--- config.mk ---
export PLATFORM = sky130hd
export DESIGN_NAME = onn_settle_ctrl
export DESIGN_NICKNAME = d
export VERILOG_FILES = /design/src/rtl/onn_pkg.sv /design/src/rtl/onn_popcount.sv /design/src/rtl/onn_settle_ctrl.sv
export SDC_FILE = /design/constraint.sdc
export NUM_CORES = 1
export LEC_CHECK = 0
export ABC_AREA = 0
export CAP_MARGIN = 30
export CORE_MARGIN = 4
export CORE_UTILIZATION = 34
export DETAILED_ROUTE_END_ITERATION = 8
export PLACE_DENSITY = 0.65
export SYNTH_ARGS = -nofsm -noshare
export SYNTH_HDL_FRONTEND = slang
export SYNTH_SLANG_ARGS = --single-unit
--- constraint.sdc ---
create_clock -name clk -period 2.8 [get_ports clk]
set_input_delay 0.56 -clock clk [delete_from_list [all_inputs] [get_ports clk]]
set_output_delay 0.56 -clock clk [all_outputs]
set_load 0.02 [all_outputs]
--- src/rtl/onn_pkg.sv ---
// Shared definitions for the ONN settle sequencer: FSM state encoding and array constants.
package onn_pkg;

  localparam int ONN_N_NEURONS = 15;
  localparam int ONN_PHASE_W   = 4;

  typedef enum logic [2:0] {
    ST_IDLE  = 3'd0,
    ST_CLEAR = 3'd1,
    ST_LOAD  = 3'd2,
    ST_RUN   = 3'd3,
    ST_CHECK = 3'd4,
    ST_EVAL  = 3'd5,
    ST_DONE  = 3'd6
  } onn_state_e;

endpackage

--- src/rtl/onn_popcount.sv ---
// Combinational population count of an N-bit vector.
module onn_popcount #(
  parameter int N = 15,
  parameter int W = $clog2(N + 1)
) (
  input  logic [N-1:0] vec_i,
  output logic [W-1:0] cnt_o
);

  always_comb begin
    cnt_o = '0;
    for (int i = 0; i < N; i++) begin
      cnt_o = cnt_o + W'(vec_i[i]);
    end
  end

endmodule

--- src/rtl/onn_settle_ctrl.sv ---
// Settle sequencer for the ONN phase-register array: clear, load, periodic check, convergence/timeout.
// Optional build macro CHANGE_COUNT_EN adds the change_cnt activity output.
module onn_settle_ctrl
  import onn_pkg::*;
#(
  parameter int N_NEURONS     = ONN_N_NEURONS,
  parameter int CHECK_PERIOD  = 16,
  parameter int STABLE_CHECKS = 3,
  parameter int MAX_CHECKS    = 64
) (
  input  logic                              clk,
  input  logic                              rst_n,
  input  logic                              start,
  input  logic                              abort,
  input  logic [N_NEURONS-1:0]              state_changed_i,
  output logic                              pr_re,
  output logic                              pr_drop,
  output logic                              pr_check,
  output logic                              busy,
  output logic                              done,
  output logic                              converged,
  output logic                              timeout,
  output logic [$clog2(MAX_CHECKS+1)-1:0]   check_cnt
`ifdef CHANGE_COUNT_EN
  ,
  output logic [$clog2(N_NEURONS+1)-1:0]    change_cnt
`endif
);

  localparam int CNT_W = $clog2(MAX_CHECKS + 1);
  localparam int STB_W = $clog2(STABLE_CHECKS + 1);
  localparam int PER_W = $clog2(CHECK_PERIOD + 1);

  localparam logic [CNT_W-1:0] CNT_MAX  = CNT_W'(MAX_CHECKS);
  localparam logic [STB_W-1:0] STB_TGT  = STB_W'(STABLE_CHECKS);
  localparam logic [PER_W-1:0] PER_LAST = PER_W'(CHECK_PERIOD - 1);

  onn_state_e       state_q;
  logic [PER_W-1:0] period_q;
  logic [STB_W-1:0] stable_q, stable_d;
  logic [CNT_W-1:0] check_cnt_q;
  logic             pr_re_q, pr_drop_q, pr_check_q;
  logic             busy_q, done_q, converged_q, timeout_q;
  logic             run_start;

  assign run_start = (state_q == ST_IDLE) && start && !abort;

  // Stability count after this check; stable_q never exceeds the target.
  always_comb begin
    stable_d = stable_q;
    if (|state_changed_i) begin
      stable_d = '0;
    end else if (stable_q != STB_TGT) begin
      stable_d = stable_q + STB_W'(1);
    end
  end

  always_ff @(posedge clk or negedge rst_n) begin
    if (!rst_n) begin
      state_q     <= ST_IDLE;
      period_q    <= '0;
      stable_q    <= '0;
      check_cnt_q <= '0;
      pr_re_q     <= 1'b0;
      pr_drop_q   <= 1'b0;
      pr_check_q  <= 1'b0;
      busy_q      <= 1'b0;
      done_q      <= 1'b0;
      converged_q <= 1'b0;
      timeout_q   <= 1'b0;
    end else begin
      pr_re_q    <= 1'b0;
      pr_drop_q  <= 1'b0;
      pr_check_q <= 1'b0;
      done_q     <= 1'b0;
      if (abort && (state_q != ST_IDLE)) begin
        state_q <= ST_IDLE;
        busy_q  <= 1'b0;
      end else begin
        unique case (state_q)
          ST_IDLE: begin
            if (run_start) begin
              state_q     <= ST_CLEAR;
              pr_re_q     <= 1'b1;
              busy_q      <= 1'b1;
              converged_q <= 1'b0;
              timeout_q   <= 1'b0;
              check_cnt_q <= '0;
              stable_q    <= '0;
            end
          end
          ST_CLEAR: begin
            state_q   <= ST_LOAD;
            pr_drop_q <= 1'b1;
          end
          ST_LOAD: begin
            state_q  <= ST_RUN;
            period_q <= '0;
          end
          ST_RUN: begin
            if (period_q == PER_LAST) begin
              state_q    <= ST_CHECK;
              pr_check_q <= 1'b1;
            end else begin
              period_q <= period_q + PER_W'(1);
            end
          end
          ST_CHECK: begin
            state_q     <= ST_EVAL;
            check_cnt_q <= check_cnt_q + CNT_W'(1);
          end
          ST_EVAL: begin
            stable_q <= stable_d;
            // Convergence wins over timeout when both land on the same check.
            if (stable_d == STB_TGT) begin
              state_q     <= ST_DONE;
              converged_q <= 1'b1;
              done_q      <= 1'b1;
            end else if (check_cnt_q == CNT_MAX) begin
              state_q   <= ST_DONE;
              timeout_q <= 1'b1;
              done_q    <= 1'b1;
            end else begin
              state_q  <= ST_RUN;
              period_q <= '0;
            end
          end
          ST_DONE: begin
            state_q <= ST_IDLE;
            busy_q  <= 1'b0;
          end
          default: begin
            state_q <= ST_IDLE;
            busy_q  <= 1'b0;
          end
        endcase
      end
    end
  end

  assign pr_re     = pr_re_q;
  assign pr_drop   = pr_drop_q;
  assign pr_check  = pr_check_q;
  assign busy      = busy_q;
  assign done      = done_q;
  assign converged = converged_q;
  assign timeout   = timeout_q;
  assign check_cnt = check_cnt_q;

`ifdef CHANGE_COUNT_EN
  localparam int CHG_W = $clog2(N_NEURONS + 1);

  logic [CHG_W-1:0] pop_cnt;
  logic [CHG_W-1:0] change_cnt_q;

  onn_popcount #(
    .N (N_NEURONS),
    .W (CHG_W)
  ) u_popcount (
    .vec_i (state_changed_i),
    .cnt_o (pop_cnt)
  );

  always_ff @(posedge clk or negedge rst_n) begin
    if (!rst_n) begin
      change_cnt_q <= '0;
    end else if (run_start) begin
      change_cnt_q <= '0;
    end else if ((state_q == ST_EVAL) && !abort) begin
      change_cnt_q <= pop_cnt;
    end
  end

  assign change_cnt = change_cnt_q;
`endif

endmodule
==> impl_metrics.tcl, run 1 <==
set metrics [dict create \
    slew_viol_final 0 \
    grtUsageTotal_pct 11.9 \
    drive_gt1_share_pct 9.20 \
    grt_max_degree 25 \
    synth-edff-count 0 \
    gp_congestion 0.785 \
    synth_top_area_share_pct 45.1 \
    netlist_area_sq_um 1330 \
    core_area_sq_um 3720 \
    ys_seq_elements 24 \
    worstSetupStartpoint "state_changed_i[5]" \
    dieHeight_um 70.6 \
    slew_headroom_pct 56.5 \
    antenna_found_initial 0 \
    power_density_nw_per_um2 452 \
    route.vias.total 1089 \
    finalInstanceArea_sq_um 1770 \
    ys_top_cells_by_count "dfrtp_1 (24), nor2_1 (10), a21oi_1 (9), inv_1 (9), nand4_1 (6)" \
    grt_pass1_vias 1119 \
    first_pass_iters 4 \
    wire_per_inst_um 13.3 \
    numCtsBuffers 3 \
    period_needed_ps 2020 \
    io_pins 33 \
    setup-violations-final 0 \
    post_cts_resized 0 \
    clk_pin_slew_ps 90 \
    fin_tns_setup_ps 0 \
    worst-endpoint-required_ps 2960 \
    skew_ps 10.7 \
    post-cts-setup-buffers 0 \
    crit_type "in -> reg" \
    synth_area_per_cell_sq_um 10.2 \
    cp_max_fo 6 \
    ys_types 43 \
    worst_pin_slew_ps 648 \
    finalHoldViolCount 0 \
    syn_to_final_growth_pct 32.8 \
    crit_slowest_cell "clkdlybuf4s50_1" \
    yosysMostFrequentCell "dfrtp_1" \
    p_seq_share_pct 48.1 \
    timing.final.ws_setup_ps 783 \
    grt_pass1_wl_um 4870 \
    rsz0062_at_grt "no" \
    leakage_nw 0.744 \
    vias_per_cell 5.16 \
    insertion_delay_ps 270 \
    p_sw_share_pct 23.0 \
    crit_chain "clkdlybuf4s50_1, nor4_1, and4_1, o31a_4, mux2_4" \
    post-place-ws_ps 467 \
    p_sw_mw 0.183 \
    dieWidth_um 70.6 \
    critPathMaxStageDelay_ps 400 \
    synth_nets 153 \
    worstHoldStart "converged" \
    post_dp_cell_area_sq_um 1700 \
    ys_async_sr_fraction_pct 100 \
    drc 0 \
    postCtsHoldBufs 0 \
    clkPwrFrac_pct 37.8 \
    initial_core_util_pct 35.8 \
    startpoint_type "input port" \
    p_int_mw 0.615 \
    final_nets 187 \
    diodes 0 \
    clk_path_buf_depth 2 \
    r2r-start "period_q[0]" \
    ys_seq_area_share_pct 45.1 \
    cp.arrival_ps 2180 \
    holdWs_ps 513 \
    maxCapViolCount 0 \
    std_cell_rows 22 \
    cts_max_level 1 \
    fmax_mhz 496 \
    grt-ovfl-total 0 \
    cts-root-buf "clkbuf_8" \
    portBuffers 32 \
    hpwl_um 2190 \
    combPwrFrac_pct 14.1 \
    routed_wl_um 2800 \
    synth_ff_type "dfrtp_1" \
    cts.sinks 24 \
    synth_area_leaders "dfrtp_1 (45%), ha_1 (3.8%), a21oi_1 (3.4%), nand4_1 (2.8%), nor2_1 (2.8%)" \
    netlist_instances 130 \
    endpoint_kind "flip-flop" \
    hold_class "reg -> reg" \
    drtIter0Drc 20 \
    synth_warnings 0 \
    cts_tree "built" \
    die_area_sq_um 4980 \
    vdd_drop_max_v 0.000266 \
    period_share_pct 72.0 \
    status "finished clean" \
    drtAntennaViolNets 0 \
    synth_top_area_cell "dfrtp_1" \
]
critical path: cells and delay by family:
kind,cells,cell delay [ps]
AO/OA/AOI/OAI,1,210
buffers and inverters,1,400
AND/OR/NAND/NOR,2,720
multiplexers,1,290
power by group through the flow:
stage	clock network (mW)	logic, mW	registers [mW]
floorplan	0	0.0552	0.390
detailed placement	0	0.114	0.390
global placement	0	0.111	0.389
CTS	0.307	0.114	0.384
global route	0.324	0.123	0.387
finish	0.302	0.113	0.384
flip-flops by register name, summed over array words and instances, names as in the netlist:
name       count
converged      1
pr_drop        1
state_q        3
period_q       5
pr_re          1
stable_q       2
done           1
timeout        1
busy           1
pr_check       1
check_cnt      7
metal layers:
layer,up-vias,global-route usage [%],share of wire (%)
li1,537,-,-
met1,517,14.5,45
met2,33,21.2,49
met3,2,1.56,5.2
met4,0,5.01,1.2
met5,-,0,0
layout make-up:
class                           instances  area, sq um
Timing Repair Buffer                   34          335
Sequential cell                        24          601
Multi-Input combinational cell         92          667
Tap cell                               48         60.1
Clock inverter                          1         30.0
Fill cell                             365         1950
Inverter                                9         33.8
Clock buffer                            3         41.3
layout by cell type, fill, tap and decap left out, types with 2 or more instances in the layout:
| master | count |
|---|---|
| a21o_1 | 2 |
| a21oi_1 | 9 |
| and3_1 | 2 |
| buf_4 | 2 |
| clkbuf_8 | 3 |
| clkdlybuf4s50_1 | 32 |
| dfrtp_1 | 24 |
| ha_1 | 4 |
| inv_1 | 9 |
| mux2i_1 | 3 |
| nand2_1 | 5 |
| nand2b_1 | 2 |
| nand3_1 | 3 |
| nand3b_1 | 2 |
| nand4_1 | 6 |
| nor2_1 | 10 |
| nor2b_1 | 3 |
| nor3_1 | 4 |
| nor4_1 | 4 |
| o21ai_0 | 3 |
| o31ai_1 | 3 |
| or3_1 | 3 |
| xor2_1 | 4 |
path summary, 6_finish.rpt:
check	to	slack (ps)	cells past startpoint
max reg2reg	period_q[4]	790	7
min in group asynchronous	state_q[1]	640	2
max in group asynchronous	check_cnt[5]	1910	2
max	period_q[4]	780	5
min reg2reg	converged	510	2
min	converged	510	2
cells by family (layout without fill, tap and decap cells):
| family | after synthesis | count (layout) | share of synthesized area, % |
|---|---|---|---|
| AO/OA/AOI/OAI | 26 | 26 | 14.5 |
| XOR/XNOR | 4 | 4 | 2.63 |
| adder cells (fa/ha/maj) | 4 | 4 | 3.76 |
| buffers and inverters | 14 | 47 | 4.79 |
| flip-flops | 24 | 24 | 45.1 |
| multiplexers | 5 | 5 | 4.23 |
| AND/OR/NAND/NOR | 53 | 53 | 25.0 |
stage by stage:
step                      util, %  instances  power, mW
final                        47.6        211      0.798
after global routing         47.6        211      0.834
after CTS                    47.6        211      0.805
after detailed placement     45.7        207      0.505
after global placement       45.7        207      0.500
after floorplan                 -        130      0.445
No activity file was read; power rests on OpenSTA's default activity.
==> run 2, diff against run 1 <==
Settings changed: PLACE_DENSITY 0.65 to 0.67.
Clock period 2.8 ns to 1.7 ns, I/O delays scaled along.
==> run 2 against run 1 <==
The run now ends with negative setup slack left; via count up 9.6%; cell area grew 16%; final cell count is 12% higher; critical path depth increased by 2; critical endpoint unchanged; largest power group unchanged.
==> impl_metrics.tcl, run 2 (same netlist as run 1, synthesis figures left out) <==
set metrics [dict create \
    cts.sinks 24 \
    leakage_nw 0.934 \
    cp_max_fo 2 \
    io_pins 33 \
    hold_class "in -> async" \
    wire_per_inst_um 13.2 \
    cts-root-buf "clkbuf_8" \
    core_area_sq_um 3720 \
    clk_pin_slew_ps 80 \
    fin_util_pct 55.1 \
    cpLargestDelayFamily "flip-flops" \
    startpoint_type "flip-flop" \
    std_cell_rows 22 \
    grt-ovfl-total 0 \
    dieHeight_um 70.6 \
    drtAntennaViolNets 0 \
    critPathMaxStageDelay_ps 400 \
    setup-violations-final 1 \
    fin_cells 236 \
    layout_common_cells "clkdlybuf4s50_1 (26), buf_4 (26), dfrtp_1 (20), nor2_1 (9), a21oi_1 (8)" \
    insertion_delay_ps 260 \
    worst-r2r-cell-count 7 \
    timing.final.ws_setup_ps -5.52 \
    drtIter0Drc 52 \
    postCtsHoldBufs 0 \
    numCtsBuffers 3 \
    syn_to_final_growth_pct 53.7 \
    dp_cells 227 \
    gp_congestion 0.818 \
    fmax_mhz 586 \
    fin_total_pwr_mw 1.19 \
    finalHoldViolCount 0 \
    endpoint_kind "flip-flop" \
    cts_tree "built" \
    cp.arrival_ps 1850 \
    first_pass_iters 6 \
    status "complete, but fails checks" \
    maxCapViolCount 0 \
    crit_type "reg -> reg" \
    routed_wl_um 3120 \
    skew_ps 3.67 \
    die_area_sq_um 4980 \
    grt_max_degree 25 \
    hpwl_um 2400 \
    worst-endpoint-required_ps 1850 \
    crit_chain "ha_2, and3_4, ha_4, a21oi_4, nand2_2, o31a_4, mux2_4" \
    route.vias.total 1194 \
    initial_core_util_pct 35.8 \
    vias_per_cell 5.06 \
    grt_pass1_vias 1229 \
    slew_viol_final 0 \
    reg2reg_slack_ps -6 \
    grtUsageTotal_pct 13.1 \
    worst_pin_slew_ps 322 \
    vdd_drop_max_v 0.000281 \
    diodes 0 \
    portBuffers 32 \
    largest_reg_flops 7 \
    period_needed_ps 1710 \
    clk_path_buf_depth 2 \
    r2r-start "period_q[0]" \
    r2r-end "period_q[4]" \
    drc 0 \
    dieWidth_um 70.6 \
    slew_headroom_pct 78.3 \
    cts_max_level 1 \
    violations "negative setup slack" \
    power_density_nw_per_um2 583 \
    antenna_found_initial 0 \
    crit_slowest_cell "dfrtp_1" \
    period_share_pct 100 \
    grt_pass1_wl_um 5360 \
    rsz0062_at_grt "yes" \
    final_nets 212 \
    drive_gt1_share_pct 31.9 \
    path_buf_inv 0 \
]
## run 2: how the worst max path moves through the flow
stage                            start          end  slack (ps)  cells after the start
floorplan                  period_q[0]  period_q[4]           3                      7
global placement    state_changed_i[1]  period_q[4]        -290                      5
detailed placement  state_changed_i[0]  period_q[4]        -320                      5
CTS                        period_q[0]  period_q[4]         -10                      7
global route               period_q[0]  period_q[4]         -70                      7
finish                     period_q[0]  period_q[4]          -6                      7
## run 2: cell type report
cell class	instances	area, sq um
clock buffers	4	45.0
fillers	330	1670
inverters	9	33.8
multi-input cells	92	767
flip-flops and latches	24	606
well taps	48	60.1
repair buffers	59	534
## run 2: layer usage
layer	GRT usage [%]	vias to the layer above	wire length, um
li1	-	589	-
met1	16.2	566	1340
met2	23.4	37	1580
met3	1.85	2	170
met4	4.38	0	25
met5	0	-	0
## run 2: stage by stage
step           worst slack, ps  cell area, sq um  setup TNS (ps)  hold slack (ps)
6_report                 -5.52              2050           -5.52              434
5_1_grt                  -65.9              2050            -246              468
4_1_cts                  -13.6              1960           -13.6              446
3_5_place_dp              -324              1880           -3890              505
3_3_place_gp              -293              1880           -3430              483
2_1_floorplan             2.61              1360               0             44.4
## run 2: what timing repair did
item,CTS,global route
buffers inserted,1,4
gates cloned,0,0
resized for setup,8,19
endpoints found under the setup margin,9,15
pin swaps,5,8
## run 2: worst reg2reg max path: stages, from the launching register on
cell and delay (ps):
dfrtp_1 400, ha_2 180, and3_4 190, ha_4 170
a21oi_4 140, nand2_2 90, o31a_4 130, mux2_4 300
## run 2: report_power, final
part / switching, mW / total, mW / internal, mW
Sequential: 0.0264 / 0.624 / 0.597
Clock: 0.170 / 0.337 / 0.167
Combinational: 0.106 / 0.231 / 0.125
==> run 3, diff against run 2 <==
Settings changed: SKIP_CTS_REPAIR_TIMING set to 1.
==> run 3 against run 2 <==
The run still ends with negative setup slack left; power rose by 0.13%; highest routed layer unchanged; cell area increased by 0.61%; non-clock buffer count did not move; sequential cell count unchanged; clock power hardly changed; register-to-register slack worse by 30 ps; count of clock-buffer cells in the layout unchanged; routed wire length rose by 0.55%; maximum frequency shrank 1.5%; die area did not move.
==> impl_metrics.tcl, run 3 (same netlist as run 1, synthesis figures left out) <==
set metrics [dict create \
    post-place-ws_ps -324 \
    dieWidth_um 70.6 \
    fin_util_pct 55.4 \
    dieHeight_um 70.6 \
    leakage_nw 0.963 \
    grt_pass1_vias 1229 \
    crit_type "reg -> reg" \
    clk_path_buf_depth 2 \
    cts.sinks 24 \
    cp.arrival_ps 1880 \
    syn_to_final_growth_pct 54.6 \
    fillers 327 \
    gp_congestion 0.818 \
    status "complete, but fails checks" \
    core_area_sq_um 3720 \
    worst-endpoint-required_ps 1850 \
    cp_max_fo 2 \
    antenna_found_initial 0 \
    finalInstanceArea_sq_um 2060 \
    grtUsageTotal_pct 13.0 \
    final_nets 212 \
    routed_wl_um 3130 \
    setup-violations-final 2 \
    drtAntennaViolNets 0 \
    clk_pin_slew_ps 80 \
    wire_per_inst_um 13.3 \
    period_share_pct 102 \
    finalHoldViolCount 0 \
    grt_pass1_wl_um 5330 \
    drive_gt1_share_pct 33.0 \
    hold_class "in -> async" \
    layout_common_cells "clkdlybuf4s50_1 (26), buf_4 (26), dfrtp_1 (20), nor2_1 (9), a21oi_1 (8)" \
    rsz0062_at_grt "yes" \
    grt-ovfl-total 0 \
    power_density_nw_per_um2 580 \
    cts-root-buf "clkbuf_8" \
    post_dp_cell_area_sq_um 1880 \
    regArea_sq_um 606 \
    fmax_mhz 577 \
    die_area_sq_um 4980 \
    vdd_drop_max_v 0.000280 \
    period_needed_ps 1730 \
    fin_tns_setup_ps -32.4 \
    largest_reg_flops 7 \
    slew_viol_final 0 \
    numCtsBuffers 3 \
    drc 0 \
    startpoint_type "flip-flop" \
    fin_cells 236 \
    cts_max_level 1 \
    first_pass_iters 4 \
    diodes 0 \
    io_pins 33 \
    portBuffers 32 \
    hpwl_um 2400 \
    violations "negative setup slack" \
    skew_ps 2.91 \
    initial_core_util_pct 35.8 \
    maxCapViolCount 0 \
    dp_cells 227 \
    worst_pin_slew_ps 327 \
    std_cell_rows 22 \
    endpoint_kind "flip-flop" \
    route.vias.total 1201 \
    cts_tree "built" \
    slew_headroom_pct 78.0 \
    timing.final.ws_setup_ps -32.2 \
    vias_per_cell 5.09 \
    grt_max_degree 25 \
    insertion_delay_ps 260 \
    multiInputGateArea_sq_um 772 \
    drtIter0Drc 71 \
]
[run 3: final cells by class]
class / instances / share of cell area, %
Sequential cell: 24 / 29.4
Inverter: 9 / 1.64
Timing Repair Buffer: 59 / 26.3
Clock buffer: 4 / 2.19
Tap cell: 48 / 2.92
Multi-Input combinational cell: 92 / 37.5
[run 3: per-stage QoR]
stage | power, mW | hold WS (ps)
floorplan | 0.734 | 44.4
global placement | 0.847 | 483
detailed placement | 0.853 | 505
CTS | 1.19 | 446
global route | 1.26 | 468
finish | 1.19 | 435
[run 3: power by group]
group	total [mW]	leakage (nW)	internal, mW	switching [mW]
registers	0.623	0.320	0.597	0.0257
clock network	0.337	0.0228	0.167	0.170
logic	0.233	0.620	0.126	0.107
total	1.19	0.963	0.891	0.303
[run 3: final timing paths]
kind / start / to / slack (ps) / depth (start not counted)
min: rst_n / check_cnt[1] / 430 / 2
min reg2reg: timeout / timeout / 510 / 2
min in group clk: timeout / timeout / 510 / 2
max in group asynchronous: rst_n / state_q[2] / 1020 / 2
max: period_q[0] / period_q[4] / -30 / 7
max reg2reg: period_q[0] / period_q[4] / -30 / 7
[run 3: critical path: stages, from the launching register on]
cell and delay (ps):
dfrtp_1 400, ha_2 200, and3_4 180, ha_4 160, a21oi_4 160, nand2_2 90, o31a_4 130, mux2_4 300
[run 3: layer usage]
metal / global-route usage (%) / up-vias / routed length, um
met4: 4.38 / 0 / 25
met1: 15.9 / 577 / 1340
met5: 0 / - / 0
li1: - / 590 / -
met3: 1.85 / 2 / 155
met2: 23.5 / 32 / 1610
